`config.mk`:
```
export PLATFORM = sky130hd
export DESIGN_NAME = reg_op_sequencer
export DESIGN_NICKNAME = d
export VERILOG_FILES = /design/src/rtl/reg_op_sequencer.sv
export SDC_FILE = /design/constraint.sdc
export NUM_CORES = 1
export LEC_CHECK = 0
export ABC_AREA = 1
export CELL_PAD_IN_SITES_DETAIL_PLACEMENT = 0
export CELL_PAD_IN_SITES_GLOBAL_PLACEMENT = 1
export CORE_MARGIN = 2
export CORE_UTILIZATION = 37
export CTS_CLUSTER_SIZE = 10
export DETAILED_ROUTE_END_ITERATION = 10
export GPL_TIMING_DRIVEN = 0
export PLACE_DENSITY_LB_ADDON = 0.3
export SKIP_LAST_GASP = 1
export SLEW_MARGIN = 20
export SYNTH_ARGS = -nofsm -noshare
export SYNTH_HDL_FRONTEND = slang
export SYNTH_SLANG_ARGS = --single-unit
```
`constraint.sdc`:
```
create_clock -name clk -period 4.35 [get_ports clk]
set_clock_uncertainty 0.2 [all_clocks]
set_input_delay 0.435 -clock clk [delete_from_list [all_inputs] [get_ports clk]]
set_output_delay 0.435 -clock clk [all_outputs]
set_load 0.01 [all_outputs]
```
`src/rtl/reg_op_sequencer.sv`:
```
// -----------------------------------------------------------------------------
// reg_op_sequencer
//
// Minimal execute stage placed in front of reg_file. Each command accepted on
// a cmd_valid/cmd_ready handshake reads its source registers, computes a
// BITS-wide result and writes it back to the destination register.
//
// Build option:
//   REG_OP_FLAGS_EN  when defined, flag_z/flag_c track the last retired ALU
//                    op; when undefined, the flag logic is absent and both
//                    flags are tied to 0.
//
// Ports:
//   clk, rstn                 clock, asynchronous active-low reset
//   cmd_valid / cmd_ready     command handshake (ready only while idle)
//   cmd_op/rd/rs1/rs2/imm     command fields, captured on the handshake edge
//   RE1/RA1, RE2/RA2          reg_file read ports (single-cycle enables)
//   RD1, RD2                  reg_file read data, valid the cycle after RE
//   WE/WA/WD                  reg_file write port
//   done                      one-cycle pulse when a command retires
//   flag_z, flag_c            zero / carry(borrow) of the last ALU op
// -----------------------------------------------------------------------------
module reg_op_sequencer #(
    parameter int BITS = 4,
    parameter int ADDR = 4
) (
    input  logic            clk,
    input  logic            rstn,
    input  logic            cmd_valid,
    output logic            cmd_ready,
    input  logic [2:0]      cmd_op,
    input  logic [ADDR-1:0] cmd_rd,
    input  logic [ADDR-1:0] cmd_rs1,
    input  logic [ADDR-1:0] cmd_rs2,
    input  logic [BITS-1:0] cmd_imm,
    output logic            RE1,
    output logic            RE2,
    output logic [ADDR-1:0] RA1,
    output logic [ADDR-1:0] RA2,
    input  logic [BITS-1:0] RD1,
    input  logic [BITS-1:0] RD2,
    output logic            WE,
    output logic [ADDR-1:0] WA,
    output logic [BITS-1:0] WD,
    output logic            done,
    output logic            flag_z,
    output logic            flag_c
);

    localparam logic [1:0] S_IDLE = 2'd0;
    localparam logic [1:0] S_READ = 2'd1;
    localparam logic [1:0] S_EXEC = 2'd2;
    localparam logic [1:0] S_WB   = 2'd3;

    localparam logic [2:0] OP_ADD  = 3'd0;
    localparam logic [2:0] OP_SUB  = 3'd1;
    localparam logic [2:0] OP_AND  = 3'd2;
    localparam logic [2:0] OP_OR   = 3'd3;
    localparam logic [2:0] OP_XOR  = 3'd4;
    localparam logic [2:0] OP_LDI  = 3'd5;
    localparam logic [2:0] OP_ADDI = 3'd6;
    localparam logic [2:0] OP_NOP  = 3'd7;

    // The ALU carries one extra bit only when the carry flag exists.
`ifdef REG_OP_FLAGS_EN
    localparam int AW = BITS + 1;
`else
    localparam int AW = BITS;
`endif

    logic [1:0]      state_reg;
    logic [2:0]      op_reg;
    logic [ADDR-1:0] rd_reg;
    logic [BITS-1:0] imm_reg;
    logic            re1_reg;
    logic            re2_reg;
    logic [ADDR-1:0] ra1_reg;
    logic [ADDR-1:0] ra2_reg;
    logic            we_reg;
    logic [ADDR-1:0] wa_reg;
    logic [BITS-1:0] wd_reg;
    logic            done_reg;
    logic [AW-1:0]   alu_full;
    logic [BITS-1:0] alu_res;

    assign cmd_ready = (state_reg == S_IDLE);
    assign RE1  = re1_reg;
    assign RE2  = re2_reg;
    assign RA1  = ra1_reg;
    assign RA2  = ra2_reg;
    assign WE   = we_reg;
    assign WA   = wa_reg;
    assign WD   = wd_reg;
    assign done = done_reg;

    // Evaluated in EXEC, when RD1/RD2 hold the registers read in READ.
    // Logic ops are zero-extended so their carry bit is always 0.
    always_comb begin
        alu_full = '0;
        case (op_reg)
            OP_ADD:  alu_full = AW'(RD1) + AW'(RD2);
            OP_SUB:  alu_full = AW'(RD1) - AW'(RD2);
            OP_AND:  alu_full = AW'(RD1 & RD2);
            OP_OR:   alu_full = AW'(RD1 | RD2);
            OP_XOR:  alu_full = AW'(RD1 ^ RD2);
            OP_ADDI: alu_full = AW'(RD1) + AW'(imm_reg);
            default: alu_full = '0;
        endcase
    end

    assign alu_res = alu_full[BITS-1:0];

    always_ff @(posedge clk or negedge rstn) begin
        if (!rstn) begin
            state_reg <= S_IDLE;
            op_reg    <= '0;
            rd_reg    <= '0;
            imm_reg   <= '0;
            re1_reg   <= 1'b0;
            re2_reg   <= 1'b0;
            ra1_reg   <= '0;
            ra2_reg   <= '0;
            we_reg    <= 1'b0;
            wa_reg    <= '0;
            wd_reg    <= '0;
            done_reg  <= 1'b0;
        end else begin
            // Enables and done are pulses; addresses and data hold.
            re1_reg  <= 1'b0;
            re2_reg  <= 1'b0;
            we_reg   <= 1'b0;
            done_reg <= 1'b0;
            case (state_reg)
                S_IDLE: begin
                    if (cmd_valid) begin
                        op_reg  <= cmd_op;
                        rd_reg  <= cmd_rd;
                        imm_reg <= cmd_imm;
                        case (cmd_op)
                            OP_LDI: begin
                                we_reg    <= 1'b1;
                                wa_reg    <= cmd_rd;
                                wd_reg    <= cmd_imm;
                                done_reg  <= 1'b1;
                                state_reg <= S_WB;
                            end
                            OP_NOP: begin
                                done_reg  <= 1'b1;
                                state_reg <= S_WB;
                            end
                            default: begin
                                re1_reg <= 1'b1;
                                ra1_reg <= cmd_rs1;
                                // ADDI has no second register operand.
                                if (cmd_op != OP_ADDI) begin
                                    re2_reg <= 1'b1;
                                    ra2_reg <= cmd_rs2;
                                end
                                state_reg <= S_READ;
                            end
                        endcase
                    end
                end
                S_READ: state_reg <= S_EXEC;
                S_EXEC: begin
                    we_reg    <= 1'b1;
                    wa_reg    <= rd_reg;
                    wd_reg    <= alu_res;
                    done_reg  <= 1'b1;
                    state_reg <= S_WB;
                end
                default: state_reg <= S_IDLE;
            endcase
        end
    end

`ifdef REG_OP_FLAGS_EN
    logic flag_z_reg;
    logic flag_c_reg;

    // Only ALU ops pass through EXEC, so LDI/NOP leave the flags alone.
    always_ff @(posedge clk or negedge rstn) begin
        if (!rstn) begin
            flag_z_reg <= 1'b0;
            flag_c_reg <= 1'b0;
        end else if (state_reg == S_EXEC) begin
            flag_z_reg <= (alu_res == '0);
            flag_c_reg <= alu_full[BITS];
        end
    end

    assign flag_z = flag_z_reg;
    assign flag_c = flag_c_reg;
`else
    assign flag_z = 1'b0;
    assign flag_c = 1'b0;
`endif

endmodule

```
==> results of run 1 <==
## cell type report
| cell class | count | area share (%) |
|---|---|---|
| multi-input cells | 170 | 35.1 |
| flip-flops and latches | 33 | 31.6 |
| repair buffers | 52 | 20.1 |
| inverters | 28 | 4.02 |
| clock buffers | 7 | 3.30 |
| well taps | 67 | 3.21 |
| plain buffers | 5 | 1.53 |
| clock inverters | 1 | 1.15 |
## worst max-delay path, stage by stage
cell and delay (ns):
clkdlybuf4s50_1 0.53, inv_1 0.08, ha_1 0.19, xor2_1 0.16, a21oi_1 0.13, a21oi_1 0.06
a21oi_1 0.12, ha_1 0.27, a21oi_1 0.21, nand2_1 0.07, nand2_1 0.06, nand2_1 0.07
inv_1 0.06, nand2_1 0.04, nand2_1 0.05, nand2_1 0.04, nand2_1 0.08, nand2_1 0.06
a21oi_2 0.10
## per-layer routing
layer  global-route usage (%)  wire length [µm]  vias up
met2                     26.7              1950       34
met5                        0                 0        -
met1                     21.5              2050      748
met3                     3.57               191        5
li1                         -                 -      868
met4                     5.85                55        0
## cells by family after synthesis
| family | synth area share (%) |
|---|---|
| buffers and inverters | 7.70 |
| XOR/XNOR | 0.929 |
| AO/OA/AOI/OAI | 11.3 |
| adder cells (fa/ha/maj) | 11.0 |
| flip-flops | 43.8 |
| AND/OR/NAND/NOR | 25.0 |
| other | 0.199 |
## cell usage in the layout, fill, tap and decap left out, types with 3 or more instances in the layout
cell	netlist	layout
dfrtp_1	33	33
nor3_2	3	3
nand2_1	84	84
nor2_1	11	11
clkbuf_8	1	7
o21ai_0	12	12
inv_2	4	4
inv_1	22	22
ha_1	15	15
a31oi_1	4	4
buf_4	3	3
nand3_1	8	8
a21oi_1	15	15
clkdlybuf4s50_1	0	49
## where the power goes
part	total [mW]	switching, mW	leakage, nW	internal [mW]
logic	0.833	0.446	0.818	0.387
registers	0.538	0.0857	0.402	0.452
clock network	0.297	0.110	0.0585	0.187
## path summary, 6_finish.rpt
check	startpoint	to	slack, ns	cells past startpoint
min	rd_reg[2]	rd_reg[2]	0.28	2
max	RD2[1]	WD[3]	1.55	19
max in group asynchronous	rstn	imm_reg[1]	3.28	3
min reg2reg	rd_reg[2]	rd_reg[2]	0.28	2
max reg2reg	op_reg[2]	WD[3]	1.84	18
min in group asynchronous	rstn	WA[1]	0.30	2
## timing repair
item                      4_1_cts  5_1_grt
hold buffers                    1        0
buffers inserted                0        0
hold endpoints to repair       33        0
## through the flow
stage                     utilization, %  setup WS (ns)  power (mW)  hold WS, ns
after floorplan                        -           1.99        1.03      -0.0606
after global placement              51.4           1.25        1.37        0.263
after detailed placement            51.7           1.24        1.38       0.0663
after CTS                           54.3           1.52        1.69        0.282
after global routing                54.3           1.29        1.82        0.299
final                               54.3           1.55        1.67        0.277
==> impl_results.md, run 1 <==
* Status: finished, final reports clean
* Fillcell total at 471
* Register area at 826 µm²
* Fin crit period at 2.80 ns
* NumNets Final at 341
* Post-synth EDFFs at 0
* Clock transition at the registers of the reported paths at 0.06 ns
* CP max FO at 4
* Avg Cell Area, Syn at 8.02 µm²
* CP required at 4.36 ns
* GRT Total Usage at 16.4%
* Largest net degree at the start of global routing at 30
* Tcrit/Tclk final at 64.3%
* Final slew viol count at 0
* Min-delay worst type: flop to flop
* Synth unique cells at 27
* Core area at 0.00482 mm²
* Worst VDD drop at 0.000338 V
* Area of placed instances at 0.00249 mm²
* Vias per inst at 4.56
* Slew headroom at 60.6%
* Antenna diodes at 0
* Worst-Margin Slew at 0.584 ns
* First-pass GRT wire length at 7.00 mm
* Avg WL per Cell at 11.7 µm
* Antenna viol nets, final at 0
* Vias at 1,655
* CTS root buf: clkbuf_8
* Initial DRC count at 74
* Port Buffers at 50
* Critical path launch point type: input port
* Post_cts resized at 0
* Post-synth top cells: 84 x nand2_1, 33 x dfrtp_1, 22 x inv_1
* Synth area leader: dfrtp_1
* Synth top area cells: dfrtp_1 44%, nand2_1 17%, ha_1 10%
* Clock sinks at 33
* Register bit total from synthesis at 33
* Multi-input gate area at 918 µm²
* Synth warn at 0
* Register area share after synthesis at 43.8%
* CTS H-tree lvls at 2
* Die ar. at 0.00568 mm²
* Cts bufs inserted at 5
* Rows at 25
* Kind of critical path: input port to flop
* Initial antenna violation count at 0
* Final setup TNS at 0 ns
* HPWL Detailed at 3.17 mm
* Syn-to-layout area delta at 38.7%
* RePlAce Congestion at 0.838
* Top achievable clock speed at 358 MHz
* Number of global-route vias before repair at 1,577
* Post-Synthesis Cell Area at 0.00189 mm²
* DRC at 0
* Synthesized instance count at 235
* Finished Layout Cells at 363
* Initial Utilization at 39.1%
* RSZ-0062 raised after global routing: false
* Ys flop type: dfrtp_1
* Post-Place Cells at 354
* Die H at 75.4 µm
* Final wirelength at 4.25 mm
* TritonRoute pass-1 iters at 4
* Die X at 75.4 µm
* Fraction of layout cells with a size suffix above 1 at 9.46%
* CTS tree: yes
* P per Cell Area at 638 mW/mm²
* GRT overflow at 0
* Leak Pwr at 1.28 nW
* Crit end category: flop
* Endpoints failing setup at 0
* Final hold vios at 0
* Asr flop ratio synth at 100%
* Post-route cell area at 0.00262 mm²
* Maximum clock path buffer count at 2
* Max-cap violations at 0
* Share of the synthesized area in the top cell type at 43.8%
* Worst-Skew Late Latency at 0.28 ns
* Arr. time, crit path at 2.81 ns
* I/O pins at 53
* Cell with the most instances after synthesis: nand2_1
No activity file was read; power rests on OpenSTA's default activity.
==> run 2: changes to the inputs <==
--- a/config.mk
+++ b/config.mk
@@ -9,7 +9,7 @@
 export CELL_PAD_IN_SITES_DETAIL_PLACEMENT = 0
 export CELL_PAD_IN_SITES_GLOBAL_PLACEMENT = 1
 export CORE_MARGIN = 2
-export CORE_UTILIZATION = 37
+export CORE_UTILIZATION = 31
 export CTS_CLUSTER_SIZE = 10
 export DETAILED_ROUTE_END_ITERATION = 10
 export GPL_TIMING_DRIVEN = 0
==> constraint.sdc (replaced) <==
create_clock -name clk -period 2.3 [get_ports clk]
set_clock_uncertainty 0.2 [all_clocks]
set_input_delay 0.23 -clock clk [delete_from_list [all_inputs] [get_ports clk]]
set_output_delay 0.23 -clock clk [all_outputs]
set_load 0.01 [all_outputs]
==> impl_results.md, run 2 (same netlist as run 1, synthesis figures left out) <==
* Status: finished, final reports clean
* Final setup TNS at 0 ns
* CP required at 2.30 ns
* First-pass GRT wire length at 7.31 mm
* HPWL Detailed at 3.32 mm
* Final hold slack at 0.144 ns
* Die H at 82.0 µm
* DR top layer: met4
* Maximum clock path buffer count at 2
* Worst-Skew Late Latency at 0.28 ns
* Worst VDD drop at 0.000576 V
* Met1 wire length at 1.98 mm
* Critical path launch point type: flop
* CTS root buf: clkbuf_8
* Final wirelength at 4.54 mm
* Slew headroom at 61.5%
* Clock sinks at 33
* Initial Utilization at 32.0%
* Fraction of layout cells with a size suffix above 1 at 21.0%
* Core area at 0.00589 mm²
* Fin crit period at 2.26 ns
* Most common cell after layout, fill and taps aside: nand2_1
* Initial antenna violation count at 0
* Worst R2R Start: op_reg[0]
* Clock transition at the registers of the reported paths at 0.06 ns
* Largest net degree at the start of global routing at 25
* DRC at 0
* Crit end category: flop
* Most frequent cells in the layout: 83 x nand2_1, 46 x clkdlybuf4s50_1, 31 x dfrtp_1
* Die X at 82.0 µm
* Fillcell total at 600
* WL met3 at 355 µm
* Arr. time, crit path at 2.26 ns
* CTS H-tree lvls at 2
* NumNets Final at 356
* Leak Pwr at 1.34 nW
* CP max FO at 6
* Number of global-route vias before repair at 1,630
* Die ar. at 0.00672 mm²
* Met2 WL post-DR at 2.18 mm
* CP startpoint: op_reg[0]
* Tcrit/Tclk final at 98.2%
* Final hold vios at 0
* Syn-to-layout area delta at 48.5%
* I/O pins at 53
* Cts bufs inserted at 5
* Final slew viol count at 0
* Antenna viol nets, final at 0
* P per Cell Area at 1190 mW/mm²
* Vias at 1,765
* Worst-Margin Slew at 0.571 ns
* Avg WL per Cell at 11.8 µm
* Top achievable clock speed at 443 MHz
* CTS tree: yes
* Total power at 3.33 mW
* TritonRoute pass-1 iters at 4
* RSZ-0062 raised after global routing: true
* GRT Total Usage at 14.4%
* Kind of critical path: flop to flop
* Min-delay worst type: input port to asynchronous set/reset pin
* Endpoints failing setup at 0
* Rows at 28
* Vias per inst at 4.58
* Port Buffers at 50
* GRT overflow at 0
* Initial DRC count at 113
* Max-cap violations at 0
* Antenna diodes at 0
* RePlAce Congestion at 0.779
-- run 2: cell types whose count changed in the layout (fill, tap and decap cells not counted), moves of 3 or more --
cell,before,now
inv_2,4,7
a21oi_2,2,6
buf_4,3,18
clkdlybuf4s50_1,49,46
a21oi_1,15,10
inv_1,22,18
ha_1,15,12
-- run 2: worst max-delay path, cell delays in order (launching register included) --
cell and delay, ns:
dfrtp_2 0.43, inv_2 0.09, nand3_4 0.10, inv_6 0.10, nand2_1 0.07, o21ai_2 0.07
ha_2 0.19, inv_1 0.05, fa_2 0.34, xnor2_1 0.18, nand2_1 0.08, o2111ai_2 0.10
nand2_1 0.07, a21oi_1 0.11
-- run 2: per-layer routing --
layer  vias up  global-route usage, %
met2        53                   24.2
li1        895                      -
met4         0                   3.50
met5         -                      0
met1       812                   17.9
met3         5                   4.62
-- run 2: power by group --
| part | switching (mW) | internal (mW) |
|---|---|---|
| sequential | 0.166 | 0.859 |
| combinational | 0.949 | 0.927 |
| clock | 0.197 | 0.237 |
-- run 2: worst paths after layout --
| check | cells after the start | to | slack [ns] |
|---|---|---|---|
| max | 13 | WD[2] | 0.04 |
| min | 2 | RE1 | 0.14 |
| max reg2reg | 13 | WD[2] | 0.04 |
| min reg2reg | 2 | RA2[3] | 0.28 |
| max in group asynchronous | 3 | op_reg[2] | 1.34 |
| min in group clk | 2 | RA2[3] | 0.28 |
-- run 2: area by class of cell --
cell class	count	area, µm²	share of cell area [%]
Timing Repair Buffer	67	637	22.7
Sequential cell	33	828	29.6
Multi-Input combinational cell	170	1000	35.9
Clock buffer	7	86.3	3.08
Tap cell	75	93.8	3.35
Buffer	5	40.0	1.43
Inverter	28	110	3.93
-- run 2: metrics by stage --
step / std cells / util [%] / setup WS, ns / instance area (µm²)
4_1_cts: 379 / 45.9 / -0.0507 / 2700
5_1_grt: 385 / 47.6 / -0.150 / 2800
3_3_place_gp: 361 / 42.2 / -0.616 / 2480
2_1_floorplan: 236 / - / 0.0889 / 1890
6_report: 385 / 47.6 / 0.0412 / 2800
3_5_place_dp: 362 / 42.5 / -0.630 / 2500
-- run 2: timing repair --
action	4_1_cts	5_1_grt
hold buffers	1	0
endpoints found under the setup margin	3	3
cloned	0	0
gates resized for setup	18	15
pin swaps	10	14
hold endpoints to repair	33	0
buffers inserted	9	6
